**config.mk**
```make
export PLATFORM = sky130hd
export DESIGN_NAME = ps2_keycode_rx
export DESIGN_NICKNAME = d
export VERILOG_FILES = /design/src/rtl/ps2_pkg.sv /design/src/rtl/ps2_input_filter.sv /design/src/rtl/ps2_keycode_rx.sv
export SDC_FILE = /design/constraint.sdc
export NUM_CORES = 1
export LEC_CHECK = 0
export BUFFER_PORTS_ARGS = -buffer_cell sky130_fd_sc_hd__buf_2
export CAP_MARGIN = 40
export CORE_MARGIN = 2
export CORE_UTILIZATION = 45
export CTS_BUF_LIST = sky130_fd_sc_hd__clkbuf_4
export DETAILED_ROUTE_END_ITERATION = 12
export PLACE_DENSITY = 0.64
export SLEW_MARGIN = 0
export SYNTH_ARGS = -nofsm -noshare
export SYNTH_HDL_FRONTEND = slang
export SYNTH_SLANG_ARGS = --single-unit
export TNS_END_PERCENT = 50
```
**constraint.sdc**
```tcl
create_clock -name clk_i -period 5 [get_ports clk_i]
set_input_delay 0.25 -clock clk_i [delete_from_list [all_inputs] [get_ports clk_i]]
set_output_delay 0.25 -clock clk_i [all_outputs]
set_load 0.02 [all_outputs]
```
**src/rtl/ps2_pkg.sv**
```systemverilog
// Shared types and constants for the PS/2 device-to-host receive path.
package ps2_pkg;

  typedef enum logic [1:0] {IDLE, DATA, PARITY, STOP} ps2_rx_state_t;

  localparam int unsigned PS2_DATA_BITS = 8;

endpackage

```
**src/rtl/ps2_input_filter.sv**
```systemverilog
// Two-flop synchroniser plus level debounce for the raw PS/2 clock.
// fall_stb_o pulses for one cycle when the filtered level goes 1->0.
module ps2_input_filter #(
  parameter int unsigned FILTER_LEN = 8
) (
  input  logic clk_i,
  input  logic rst_i,
  input  logic raw_i,
  output logic filt_o,
  output logic fall_stb_o
);

  localparam int unsigned CW = $clog2(FILTER_LEN + 1);

  logic [1:0]    sync_q;
  logic          filt_q;
  logic [CW-1:0] cnt_q;
  logic          fall_q;

  // The filtered level only follows once the synced value has differed
  // for FILTER_LEN consecutive cycles; any agreement restarts the count.
  always_ff @(posedge clk_i) begin
    if (rst_i) begin
      sync_q <= '1;
      filt_q <= 1'b1;
      cnt_q  <= '0;
      fall_q <= 1'b0;
    end else begin
      sync_q <= {sync_q[0], raw_i};
      fall_q <= 1'b0;
      if (sync_q[1] != filt_q) begin
        if (cnt_q == CW'(FILTER_LEN - 1)) begin
          filt_q <= sync_q[1];
          cnt_q  <= '0;
          fall_q <= filt_q;
        end else begin
          cnt_q <= cnt_q + CW'(1);
        end
      end else begin
        cnt_q <= '0;
      end
    end
  end

  assign filt_o     = filt_q;
  assign fall_stb_o = fall_q;

endmodule

```
**src/rtl/ps2_keycode_rx.sv**
```systemverilog
// PS/2 device-to-host receiver: deframes 11-bit frames into raw bytes with
// one-cycle valid / parity-error / frame-error strobes.
module ps2_keycode_rx
  import ps2_pkg::*;
#(
  parameter int unsigned FILTER_LEN     = 8,
  parameter int unsigned TIMEOUT_CYCLES = 20000
) (
  input  logic       clk_i,
  input  logic       rst_i,
  input  logic       kclk_i,
  input  logic       kdata_i,
  output logic [7:0] keycode_o,
  output logic       keycode_valid_o,
  output logic       parity_err_o,
  output logic       frame_err_o
);

  localparam int unsigned TW  = $clog2(TIMEOUT_CYCLES);
  localparam int unsigned BCW = $clog2(PS2_DATA_BITS);

  logic kclk_filt;
  logic fall_stb;

  ps2_input_filter #(
    .FILTER_LEN(FILTER_LEN)
  ) u_kclk_filter (
    .clk_i      (clk_i),
    .rst_i      (rst_i),
    .raw_i      (kclk_i),
    .filt_o     (kclk_filt),
    .fall_stb_o (fall_stb)
  );

  logic [1:0]               kdata_sync_q;
  ps2_rx_state_t            state_q;
  logic [PS2_DATA_BITS-1:0] shreg_q;
  logic [BCW-1:0]           bit_cnt_q;
  logic                     par_q;
  logic [TW-1:0]            to_cnt_q;
  logic [7:0]               keycode_q;
  logic                     valid_q;
  logic                     perr_q;
  logic                     ferr_q;
  logic                     kd;

  assign kd = kdata_sync_q[1];

  always_ff @(posedge clk_i) begin
    if (rst_i) begin
      kdata_sync_q <= '1;
      state_q      <= IDLE;
      shreg_q      <= '0;
      bit_cnt_q    <= '0;
      par_q        <= 1'b0;
      to_cnt_q     <= '0;
      keycode_q    <= '0;
      valid_q      <= 1'b0;
      perr_q       <= 1'b0;
      ferr_q       <= 1'b0;
    end else begin
      kdata_sync_q <= {kdata_sync_q[0], kdata_i};
      valid_q      <= 1'b0;
      perr_q       <= 1'b0;
      ferr_q       <= 1'b0;

      // Timeout only fires on cycles without a falling edge, so it never
      // contends with the edge-driven transitions below.
      if (state_q == IDLE || fall_stb) begin
        to_cnt_q <= '0;
      end else if (to_cnt_q == TW'(TIMEOUT_CYCLES - 1)) begin
        to_cnt_q <= '0;
        state_q  <= IDLE;
        ferr_q   <= 1'b1;
      end else begin
        to_cnt_q <= to_cnt_q + TW'(1);
      end

      if (fall_stb) begin
        case (state_q)
          IDLE: begin
            if (!kd) begin
              state_q   <= DATA;
              bit_cnt_q <= '0;
            end
          end
          DATA: begin
            shreg_q   <= {kd, shreg_q[PS2_DATA_BITS-1:1]};
            bit_cnt_q <= bit_cnt_q + BCW'(1);
            if (bit_cnt_q == BCW'(PS2_DATA_BITS - 1)) state_q <= PARITY;
          end
          PARITY: begin
            par_q   <= kd;
            state_q <= STOP;
          end
          STOP: begin
            state_q <= IDLE;
            if (!kd) begin
              ferr_q <= 1'b1;
            end else if (^{shreg_q, par_q}) begin
              keycode_q <= shreg_q;
              valid_q   <= 1'b1;
            end else begin
              perr_q <= 1'b1;
            end
          end
          default: state_q <= IDLE;
        endcase
      end
    end
  end

  assign keycode_o       = keycode_q;
  assign keycode_valid_o = valid_q;
  assign parity_err_o    = perr_q;
  assign frame_err_o     = ferr_q;

endmodule

```
# Word level (Yosys, flattened, before mapping)
# Index checks and enable logic that the tools add are counted.
# op_classes
bitwise_logic,5
n_reduce_logical,13
addsub,3
n_mux,15
shift,0
eq_ne,8
order_cmp,0
mul,0
div_mod_pow,0
# op_table
op,count
$add A15 B1 Y15 const B,1
$eq A15 B15 Y1 const B,1
$mux W2,5
$reduce_or A3 Y1,3
$reduce_xor A9 Y1,1
$pmux W2 S4,1
$mux W1,7
$pmux W3 S2,1
$reduce_and A2 Y1,3
$not A1 Y1,5
$add A4 B1 Y4 const B,1
$eq A2 B2 Y1 const B,2
$eq A4 B3 Y1 const B,1
$reduce_and A4 Y1,1
$reduce_or A4 Y1,1
$add A3 B1 Y3 const B,1
$eq A3 B3 Y1 const B,1
$mux W3,1
$reduce_and A3 Y1,1
$eq A2 B1 Y1 const B,1
$logic_not A2 Y1,1
$ne A2 B2 Y1 const B,1
$reduce_bool A2 Y1,1
$logic_or A1 B1 Y1,1
$ne A1 B1 Y1,1
# word_totals
ramBits,0
out_inout_bits,11
elab_cells,58
rom_bits,0
n_memories,0
latch_bits,0
regBits,50
inputBits,4

# Longest topological paths before layout
# Gate-level depths: netlist of run 1.
# logic_depth
ltp_word,6
mapped_depth,7
ltp_nobuf,6

# Hierarchy
# From an unflattened synthesis of run 1, not the netlist that was laid out.
# hier_totals
hier_cells,230
area_unflattened_um2,2109.5
# by_module_without_submodules
mod,seq_area_each_um2,cells_per_inst,area_each_um2,n_inst
ps2_keycode_rx,840.8,204,1809.2,1
ps2_input_filter,160.2,26,300.3,1

# Worst setup path before layout of run 1
# OpenSTA, ideal clock, no wires.
# synth_path
path_kind,flip-flop to flip-flop
startpoint,reg to_cnt_q[0]
endpoint,reg to_cnt_q[10]
setup_slack_ns,3.297
setup_time_ns,0.128
path_buffers,2
period_less_slack_ns,1.703
path_stages_with_launch,8
arrival_ns,1.575
t_required_ns,4.872
path_cell_list,dfxtp_1 ha_1 nand4_1 and4b_1 or3_1 clkbuf_1 clkbuf_1 nor2_1
# synth_via
elab_chain_len,2
elab_cells_between_ends,3
cone_classes,add/sub: 1; eq/ne: 1; reduce/logical: 1
# synth_lines
item,line,rtl
from (decl),ps2_keycode_rx.sv:40,logic [TW-1:0] to_cnt_q;
from (signal assigned),ps2_keycode_rx.sv:76,to_cnt_q <= to_cnt_q + TW'(1);
"parallel branches: the longest is 2 deep, another holds $add A15 B1 Y15",--,
# Parallel ways; which one is timed is not known.
# A chain may end at the register's enable or synchronous reset.

# Worst setup path in the final report of run 1
# layout_path
startpoint,reg to_cnt_q[0]
endpoint,reg to_cnt_q[2]
# The elaborated chain is that of the path after synthesis.

==> reports/qor.yml, run 1 <==
io-pin-count: 15
highest_layer: "met4"
cp_max_fo: 15
synth_edf_count: 0
dr_wl_met2_um: 1415
critical_path_buf_inv_count: 0
antennaDiodeCount: 0
rr_endpoint: "to_cnt_q[2]$_SDFF_PP0_"
finalPower_uw: 598.8
critical_path.max_stage_delay_ps: 580
holdCritPathClass: "in -> reg"
path_depth: 5
wl_met3_um: 105
synth_flop_cell: "dfxtp_1"
port_buffers: 14
critical_path.endpoint: "to_cnt_q[2]$_SDFF_PP0_"
antenna_left: 0
final_cells: 295
die-area_um2: 5201
yosysSeqAreaShare: 0.4793
synth_cells: 232
crit_path_end_kind: "flip-flop"
status: "completed"
ir_drop_v: 0.0001808
syn_area_um2: 2088
synth-seq-cells: 50
die-height_um: 72.12
drc: 0
drive_gt1_frac: 0.1070
clk_pin_slew_ps: 150
worstPathRequired_ps: 5290
clock_path_buffers: 2
cts_buffers: 5
synth.most_common_cell: "dfxtp_1"
p_per_area_nw_per_um2: 268.2
slowest_stage: "or3_1"
worstSetupStartpoint: "to_cnt_q[0]$_SDFF_PP0_"
rows: 24
rsz0062_at_grt: "false"
cts.sinks: 50
htreeDepth: 2
reg2reg_setup_slack_ps: 3240
synth_top_area_frac: 0.4793
path_cells: "ha_1 > nand4_1 > and4b_1 > or3_1 > nor2_1"
place.gp.congestion: 0.7506
die_w_um: 72.12
yosys-top-cells-area: "dfxtp_1, xnor2_1, nor2_1"
reg2reg_depth: 5
grt_pass1_wl_um: 5733
cts_root_buf: "clkbuf_4"
yosys_warnings: 0
vias: 1453
synth_top_area_cell: "dfxtp_1"
holdBufCountCts: 0
path_class: "reg -> reg"
worst_slew_pin_slew_ps: 612.2
yosys-top-cells-count: "dfxtp_1, nor2_1, nand2_1"
viasPerCell: 4.925
clock_latency_ps: 360
fillCellCount: 426
grt_antenna_before_repair: 0
wl_per_cell_um: 11.10
slew_violations: 0
setup_viol: 0
initial_core_util: 0.4731
ys_types: 30
first_global_vias: 1319
first_pass_iters: 4
final_hold_viol_count: 0
areaGrowthSynthToFinish_pct: 6.890
fin_nets: 250
grt_max_degree: 41
crit_family: "simple AND/OR/NAND/NOR gates"
drt_iter0_drc: 66
cts_tree: "done"
dp_cells: 287
fmax_mhz: 569.0
reg2reg_from: "to_cnt_q[0]$_SDFF_PP0_"
p_leak_nw: 0.7948
place_hpwl_um: 2240
design.core.area_um2: 4414
track_usage: 0.1392
ys_async_sr_fraction: 0
fin_skew_ps: 13.39
worst_setup_path_start_kind: "flip-flop"
relSlewSlack: 0.5910
cts_resized: 0
routed_wl_um: 3274
maxCapViolCount: 0
fin_crit_ps: 1757
setup_tns_ps: 0
synth_nets: 240
wl_met1_um: 1711
grt.overflow.total: 0
post_cts_buffers: 0
syn_area_per_cell_um2: 9.001
critPathArrivalTime_ps: 2050
finalCritPeriodShare: 0.3515
[layer usage]
layer / GRT usage / vias up
li1: - / 790
met1: 0.1856 / 638
met2: 0.2171 / 20
met3: 0.03333 / 5
met4: 0.05660 / 0
met5: 0 / -
[power breakdown]
part           switching (mW)  total [mW]  internal, mW  leakage (nW)
Sequential            0.00155       0.403         0.401         0.404
Combinational         0.00713      0.0124       0.00528         0.362
Clock                   0.128       0.184        0.0552        0.0292
[cell families (layout without fill, tap and decap cells)]
group           Yosys count  in the layout  share of synthesized area
mux                       9              9                    0.04314
buf+inv                  17             28                    0.03415
xor+xnor                 24             24                     0.1073
compound gates           22             22                    0.05692
flops                    50             50                     0.4793
fa+ha+maj                 4              4                    0.02397
simple gates            106            106                     0.2552
[how the worst min path moves through the flow]
stage,slack (ps),cells past startpoint,startpoint,to
6_report,60,2,kclk_i,u_kclk_filter.sync_q[0]$_SDFF_PP1_
5_1_grt,40,2,kclk_i,u_kclk_filter.sync_q[0]$_SDFF_PP1_
4_1_cts,40,2,kclk_i,u_kclk_filter.sync_q[0]$_SDFF_PP1_
3_5_place_dp,400,1,u_kclk_filter.sync_q[0]$_SDFF_PP1_,u_kclk_filter.sync_q[1]$_SDFF_PP1_
3_3_place_gp,400,1,kdata_sync_q[0]$_SDFF_PP1_,kdata_sync_q[1]$_SDFF_PP1_
2_1_floorplan,350,1,kdata_i,kdata_sync_q[0]$_SDFF_PP1_
[placed cells by master, fill, tap and decap left out, types with 2 or more instances in the layout]
cell type / n
nor2b_1: 2
dfxtp_1: 50
o21ai_0: 3
xor2_1: 8
mux2i_1: 9
nor3_1: 6
and3_1: 3
xnor2_1: 15
nand4_1: 6
ha_1: 4
inv_1: 6
nor2_1: 30
nor4b_1: 2
or2_2: 4
a21oi_1: 14
nand3_1: 15
buf_2: 14
o21ai_1: 2
clkbuf_4: 5
nand2_1: 19
nand2b_1: 14
[stage by stage]
step	utilization	area, um2	hold slack [ps]	setup WS [ps]
finish	0.5057	2232	55.49	3243
global route	0.5057	2232	37.55	3023
CTS	0.5057	2232	42.01	3195
detailed placement	0.4926	2175	396.6	3225
global placement	0.4926	2175	395.4	3252
floorplan	-	2088	353.8	3297
[state kept, by name, indices dropped and copies added, names as in the netlist]
signal,cells
u_kclk_filter.fall_stb_o,1
frame_err_o,1
state_q,2
bit_cnt_q,3
parity_err_o,1
to_cnt_q,15
u_kclk_filter.sync_q,2
u_kclk_filter.cnt_q,4
shreg_q,8
keycode_o,8
kdata_sync_q,2
par_q,1
u_kclk_filter.filt_o,1
keycode_valid_o,1
[final cells by class]
class,instances,area (um2),area share
multi-input combinational,165,1016,0.4552
sequential,50,1001,0.4484
timing repair buffer,14,70.07,0.03139
tap,52,65.06,0.02915
clock buffer,5,37.54,0.01682
inverter,6,22.52,0.01009
clock inverter,3,20.02,0.008969
Note: power is estimated with default switching activity, not from simulation.
==> run 2, diff against run 1 <==
Settings changed: PLACE_DENSITY 0.64 to 0.67.
Clock period 5 ns to 1.6 ns, I/O delays scaled along.
==> run 2 against run 1 <==
The run now ends with negative setup slack left. Hold slack improved by 93 ps. Sequential power grew to 3.1 times the previous value. Core utilization is 5.9 points higher. First-iteration DRC count decreased by 15%. Maximum frequency increased by 8.1%. Power grew to 3.4 times the previous value. Largest power group unchanged.
==> reports/qor.yml, run 2 (synthesis results as in run 1) <==
pre_cts_slack_ps: -9.314  # -3235 ps
fin_nets: 274  # +9.6%
grt.overflow.total: 0  # unchanged
first_global_vias: 1517  # +15%
cts_root_buf: "clkbuf_4"
rows: 24  # unchanged
clock_latency_ps: 360  # about the same
cts_tree: "done"
layout_commonest_cell: "dfxtp_1"
final_cells: 319  # +8.1%
first_pass_iters: 4  # unchanged
track_usage: 0.1545  # +0.01530
drt_iter0_drc: 56  # -15%
violations: "negative setup slack"
clk_pin_slew_ps: 150  # about the same
maxCapViolCount: 0  # unchanged
die-height_um: 72.12  # unchanged
rr_endpoint: "keycode_valid_o$_SDFF_PP0_"
final_cell_mix: "dfxtp_1, nor2_1, buf_4, nand2_1, nand3_1"
slew_violations: 0  # unchanged
areaGrowthSynthToFinish_pct: 19.29
p_per_area_nw_per_um2: 817.8  # +200%
finalPower_mw: 2.037  # +240%
initial_core_util: 0.4731  # unchanged
grt_max_degree: 40  # -2.4%
status: "complete, but fails checks"
reg2reg_setup_slack_ps: -30  # -3270 ps
ir_drop_v: 0.0004497  # +150%
worstHoldStart: "rst_i"
drive_gt1_frac: 0.2210  # +0.1140
fillCellCount: 429  # +0.70%
dp_cells: 305  # +6.3%
whs_endpoint: "to_cnt_q[12]$_SDFF_PP0_"
worstPathRequired_ps: 1860  # -3430 ps
p_leak_nw: 0.9321  # +17%
fin_crit_ps: 1626  # -131.5 ps
cts_buffers: 5  # unchanged
rsz0062_at_grt: "true"
antenna_left: 0  # unchanged
grt_antenna_before_repair: 0  # unchanged
routed_wl_um: 3489  # +6.6%
largest_reg_flops: 15  # unchanged
port_buffers: 14  # unchanged
fmax_mhz: 615.0  # +8.1%
final_area_um2: 2491  # +12%
io-pin-count: 15  # unchanged
place_hpwl_um: 2374  # +6.0%
htreeDepth: 2  # unchanged
critPathArrivalTime_ps: 1880  # -170 ps
final_hold_viol_count: 0  # unchanged
grt_pass1_wl_um: 6382  # +11%
clock_path_buffers: 2  # unchanged
wl_per_cell_um: 10.94  # -1.5%
finalCritPeriodShare: 1.016  # +0.6647
reg2reg_depth: 7  # +2
die-area_um2: 5201  # unchanged
reg2reg_from: "shreg_q[3]$_SDFFE_PP0P_"
cp_max_fo: 8  # -7
drc: 0  # unchanged
place.gp.congestion: 0.7637  # +1.7%
vias: 1580  # +8.7%
path_class: "reg -> reg"
relSlewSlack: 0.7741  # +0.1831
path_cells: "xnor2_2 > xnor2_1 > buf_4 > xnor3_1 > nor2b_4 > buf_12 > nor2b_1"
holdCritPathClass: "in -> reg"
crit_path_end_kind: "flip-flop"
antennaDiodeCount: 0  # unchanged
setup_ws_ps: -25.97  # -3268 ps
worst_slew_pin_slew_ps: 338.9  # -273.3 ps
critical_path.max_stage_delay_ps: 360  # -220 ps
cts.sinks: 50  # unchanged
hold_depth: 4  # +2
setup_viol: 5  # +5
slowest_stage: "dfxtp_2"
die_w_um: 72.12  # unchanged
place_area_um2: 2312  # +6.3%
fin_skew_ps: 18.13  # +4.738 ps
worst_setup_path_start_kind: "flip-flop"
regMostFlops: "to_cnt_q"
design.core.area_um2: 4414  # unchanged
viasPerCell: 4.953  # +0.56%
-- run 2: timing repair --
action                                 4_1_cts  5_1_grt
resized for setup                            4        6
pin swaps                                    5        2
setup endpoints to repair                    7       19
hold buffers                                 2        0
endpoints found under the hold margin        2        0
setup buffers                                4        1
-- run 2: worst max-delay path by stage --
stage	from	end
finish	shreg_q[3]$_SDFFE_PP0P_	keycode_valid_o$_SDFF_PP0_
global route	shreg_q[3]$_SDFFE_PP0P_	keycode_valid_o$_SDFF_PP0_
CTS	shreg_q[2]$_SDFFE_PP0P_	keycode_valid_o$_SDFF_PP0_
detailed placement	shreg_q[0]$_SDFFE_PP0P_	keycode_o[3]$_SDFFE_PP0P_
global placement	shreg_q[0]$_SDFFE_PP0P_	keycode_o[3]$_SDFFE_PP0P_
floorplan	to_cnt_q[0]$_SDFF_PP0_	to_cnt_q[9]$_SDFF_PP0_
-- run 2: routing by layer --
metal / routed length [um] / global-route usage
met4: 53 / 0.05031
met2: 1600 / 0.2722
met1: 1719 / 0.1816
met3: 115 / 0.04167
met5: 0 / 0
-- run 2: where the power goes --
group | leakage, nW | switching (mW) | internal (mW) | total [mW]
Sequential | 0.406 | 0.00472 | 1.25 | 1.26
Clock | 0.0419 | 0.387 | 0.347 | 0.734
Combinational | 0.484 | 0.0239 | 0.0213 | 0.0452
Total | 0.932 | 0.416 | 1.62 | 2.04
-- run 2: layout make-up --
class	count	area, um2	area share
multi-input cells	165	1044	0.4189
flip-flops and latches	50	1006	0.4038
clock buffers	6	45.04	0.01808
well taps	52	65.06	0.02612
repair buffers	38	271.5	0.1090
clock inverters	2	37.54	0.01507
inverters	6	22.52	0.009041
-- run 2: through the flow --
step                hold slack (ps)  utilization  setup TNS, ps
finish                        148.7       0.5643         -34.27
global route                  142.8       0.5643         -853.9
CTS                           158.4       0.5607         -11.90
detailed placement            267.5       0.5238         -9.314
global placement              262.3       0.5238              0
floorplan                     183.8            -              0
-- run 2: critical path, delay by kind of cell (launching register included) --
family / cells / cell delay [ps]
buffers and inverters: 2 / 280
and+or+nand+nor: 2 / 270
xor gates and xnor gates: 3 / 610
DFF: 1 / 360
==> run 3, diff against run 2 <==
Settings changed: CORE_MARGIN 2 to unset, CORE_UTILIZATION 45 to 50, CTS_BUF_LIST sky130_fd_sc_hd__clkbuf_4 to unset, PLACE_DENSITY 0.67 to 0.73.
==> run 3 against run 2 <==
Largest cell class unchanged. Critical path depth decreased by 1. Largest power group unchanged. Non-clock buffer count fell by 3. First-iteration DRC count shrank 25%. The flow still finishes with violations (negative setup slack). Register-to-register slack barely moved. Combinational power is essentially flat. Critical endpoint unchanged. Cell count decreased by 1.9%. Via count shrank 0.13%. Clock power increased by 22%. Setup slack better by 8.8 ps. Sequential share of layout area decreased by 0.27 points.
==> reports/qor.yml, run 3 (synthesis results as in run 1) <==
status: "complete, but fails checks"
violations: "negative setup slack"
grt_antenna_before_repair: 0  # unchanged
clock_path_buffers: 2  # unchanged
antenna_left: 0  # unchanged
fmax_mhz: 618.4  # +0.55%
setup_tns_ps: -31.91  # +2.358 ps
grt_pass1_wl_um: 5851  # -8.3%
fin_skew_ps: 3.945  # -14.18 ps
cts_root_buf: "clkbuf_8"
die_w_um: 66.63  # -7.6%
design.core.area_um2: 4000  # -9.4%
drc: 0  # unchanged
p_leak_nw: 0.9355  # +0.35%
fin_crit_ps: 1617  # -8.833 ps
worst_slew_pin_slew_ps: 360.6  # +21.75 ps
reg2reg_from: "shreg_q[2]$_SDFFE_PP0P_"
port_buffers: 14  # unchanged
cts_tree: "done"
grt_max_degree: 40  # unchanged
finalCritPeriodShare: 1.011  # -0.005520
setup_ws_ps: -17.14  # +8.833 ps
wl_per_cell_um: 11.41  # +4.3%
largest_reg_flops: 15  # unchanged
final_cell_mix: "dfxtp_1, nor2_1, nand2_1, buf_4, nand3_1"
layout_commonest_cell: "dfxtp_1"
setup_viol: 5  # unchanged
clk_pin_slew_ps: 90  # -60 ps
final_hold_viol_count: 0  # unchanged
worstPathRequired_ps: 1790  # -70 ps
worstSetupStartpoint: "shreg_q[2]$_SDFFE_PP0P_"
track_usage: 0.1756  # +0.02112
io-pin-count: 15  # unchanged
rsz0062_at_grt: "true"
worst_setup_path_start_kind: "flip-flop"
relSlewSlack: 0.7592  # -0.01483
antennaDiodeCount: 0  # unchanged
die-area_um2: 4439  # -15%
drive_gt1_frac: 0.2205  # -0.0004415
cts_buffers: 5  # unchanged
fillCellCount: 339  # -21%
areaGrowthSynthToFinish_pct: 20.25
vias: 1578  # -0.13%
regMostFlops: "to_cnt_q"
slew_violations: 0  # unchanged
fin_nets: 271  # -1.1%
rows: 23  # -4.2%
place.gp.congestion: 0.8092  # +6.0%
initial_core_util: 0.5221  # +0.04898
finalPower_mw: 2.196  # +7.8%
cts.sinks: 50  # unchanged
final_util: 0.6278  # +0.06343
routed_wl_um: 3570  # +2.3%
holdCritPathClass: "in -> reg"
first_global_vias: 1382  # -8.9%
first_pass_iters: 4  # unchanged
critPathArrivalTime_ps: 1810  # -70 ps
htreeDepth: 2  # unchanged
critical_path.endpoint: "keycode_valid_o$_SDFF_PP0_"
maxCapViolCount: 0  # unchanged
reg2reg_depth: 6  # -1
place_hpwl_um: 2300  # -3.1%
drt_iter0_drc: 42  # -25%
p_per_area_nw_per_um2: 874.7  # +6.9%
path_class: "reg -> reg"
cp_max_fo: 8  # unchanged
clock_latency_ps: 300  # -60 ps
rr_endpoint: "keycode_valid_o$_SDFF_PP0_"
ir_drop_v: 0.0005378  # +20%
reg2reg_setup_slack_ps: -20  # about the same
viasPerCell: 5.042  # +1.8%
grt.overflow.total: 0  # unchanged
die-height_um: 66.63  # -7.6%
crit_path_end_kind: "flip-flop"
-- run 3: power by group --
part	total (mW)	internal [mW]	switching (mW)
sequential	1.26	1.25	0.00504
clock	0.895	0.500	0.395
combinational	0.0452	0.0212	0.0239
-- run 3: worst max-delay path, cell delays in order, from the launching register on --
cell and delay, ps:
dfxtp_1 350, xnor2_2 220, xnor2_2 160, xnor3_1 360, nor2b_4 150, buf_12 140
nor2b_4 110
-- run 3: routing by layer --
metal | GRT usage | up-vias | share of wire
li1 | - | 826 | -
met1 | 0.2238 | 715 | 0.48
met2 | 0.2778 | 31 | 0.46
met3 | 0.04110 | 6 | 0.036
met4 | 0.08245 | 0 | 0.018
met5 | 0 | - | 0
-- run 3: stage by stage --
step | area (um2) | hold WS, ps | cells | worst slack (ps)
2_1_floorplan | 2096 | 183.8 | 232 | 7.054
3_3_place_gp | 2302 | 267.8 | 302 | 56.84
3_5_place_dp | 2302 | 272.0 | 302 | -20.43
4_1_cts | 2459 | 198.0 | 312 | -4.699
5_1_grt | 2511 | 227.1 | 313 | -52.82
6_report | 2511 | 198.5 | 313 | -17.14
-- run 3: how the worst min path moves through the flow --
stage,start,depth (start not counted),slack [ps],to
floorplan,kdata_i,1,180,kdata_sync_q[0]$_SDFF_PP1_
global placement,kdata_i,2,270,kdata_sync_q[0]$_SDFF_PP1_
detailed placement,kclk_i,2,270,u_kclk_filter.sync_q[0]$_SDFF_PP1_
CTS,rst_i,4,200,to_cnt_q[1]$_SDFF_PP0_
global route,rst_i,4,230,to_cnt_q[1]$_SDFF_PP0_
finish,rst_i,4,200,to_cnt_q[1]$_SDFF_PP0_
-- run 3: repair_timing --
action	CTS	global route
endpoints found under the setup margin	7	16
hold endpoints to repair	2	0
pin swaps	2	4
buffers inserted	1	1
hold buffers	2	0
resized for setup	3	9
-- run 3: layout make-up --
cell class	instances	area [um2]	share of cell area
well taps	50	62.56	0.02491
multi-input cells	165	1061	0.4225
inverters	6	22.52	0.008969
clock buffers	6	82.58	0.03288
flip-flops and latches	50	1007	0.4011
clock inverters	1	30.03	0.01196
repair buffers	35	245.2	0.09766
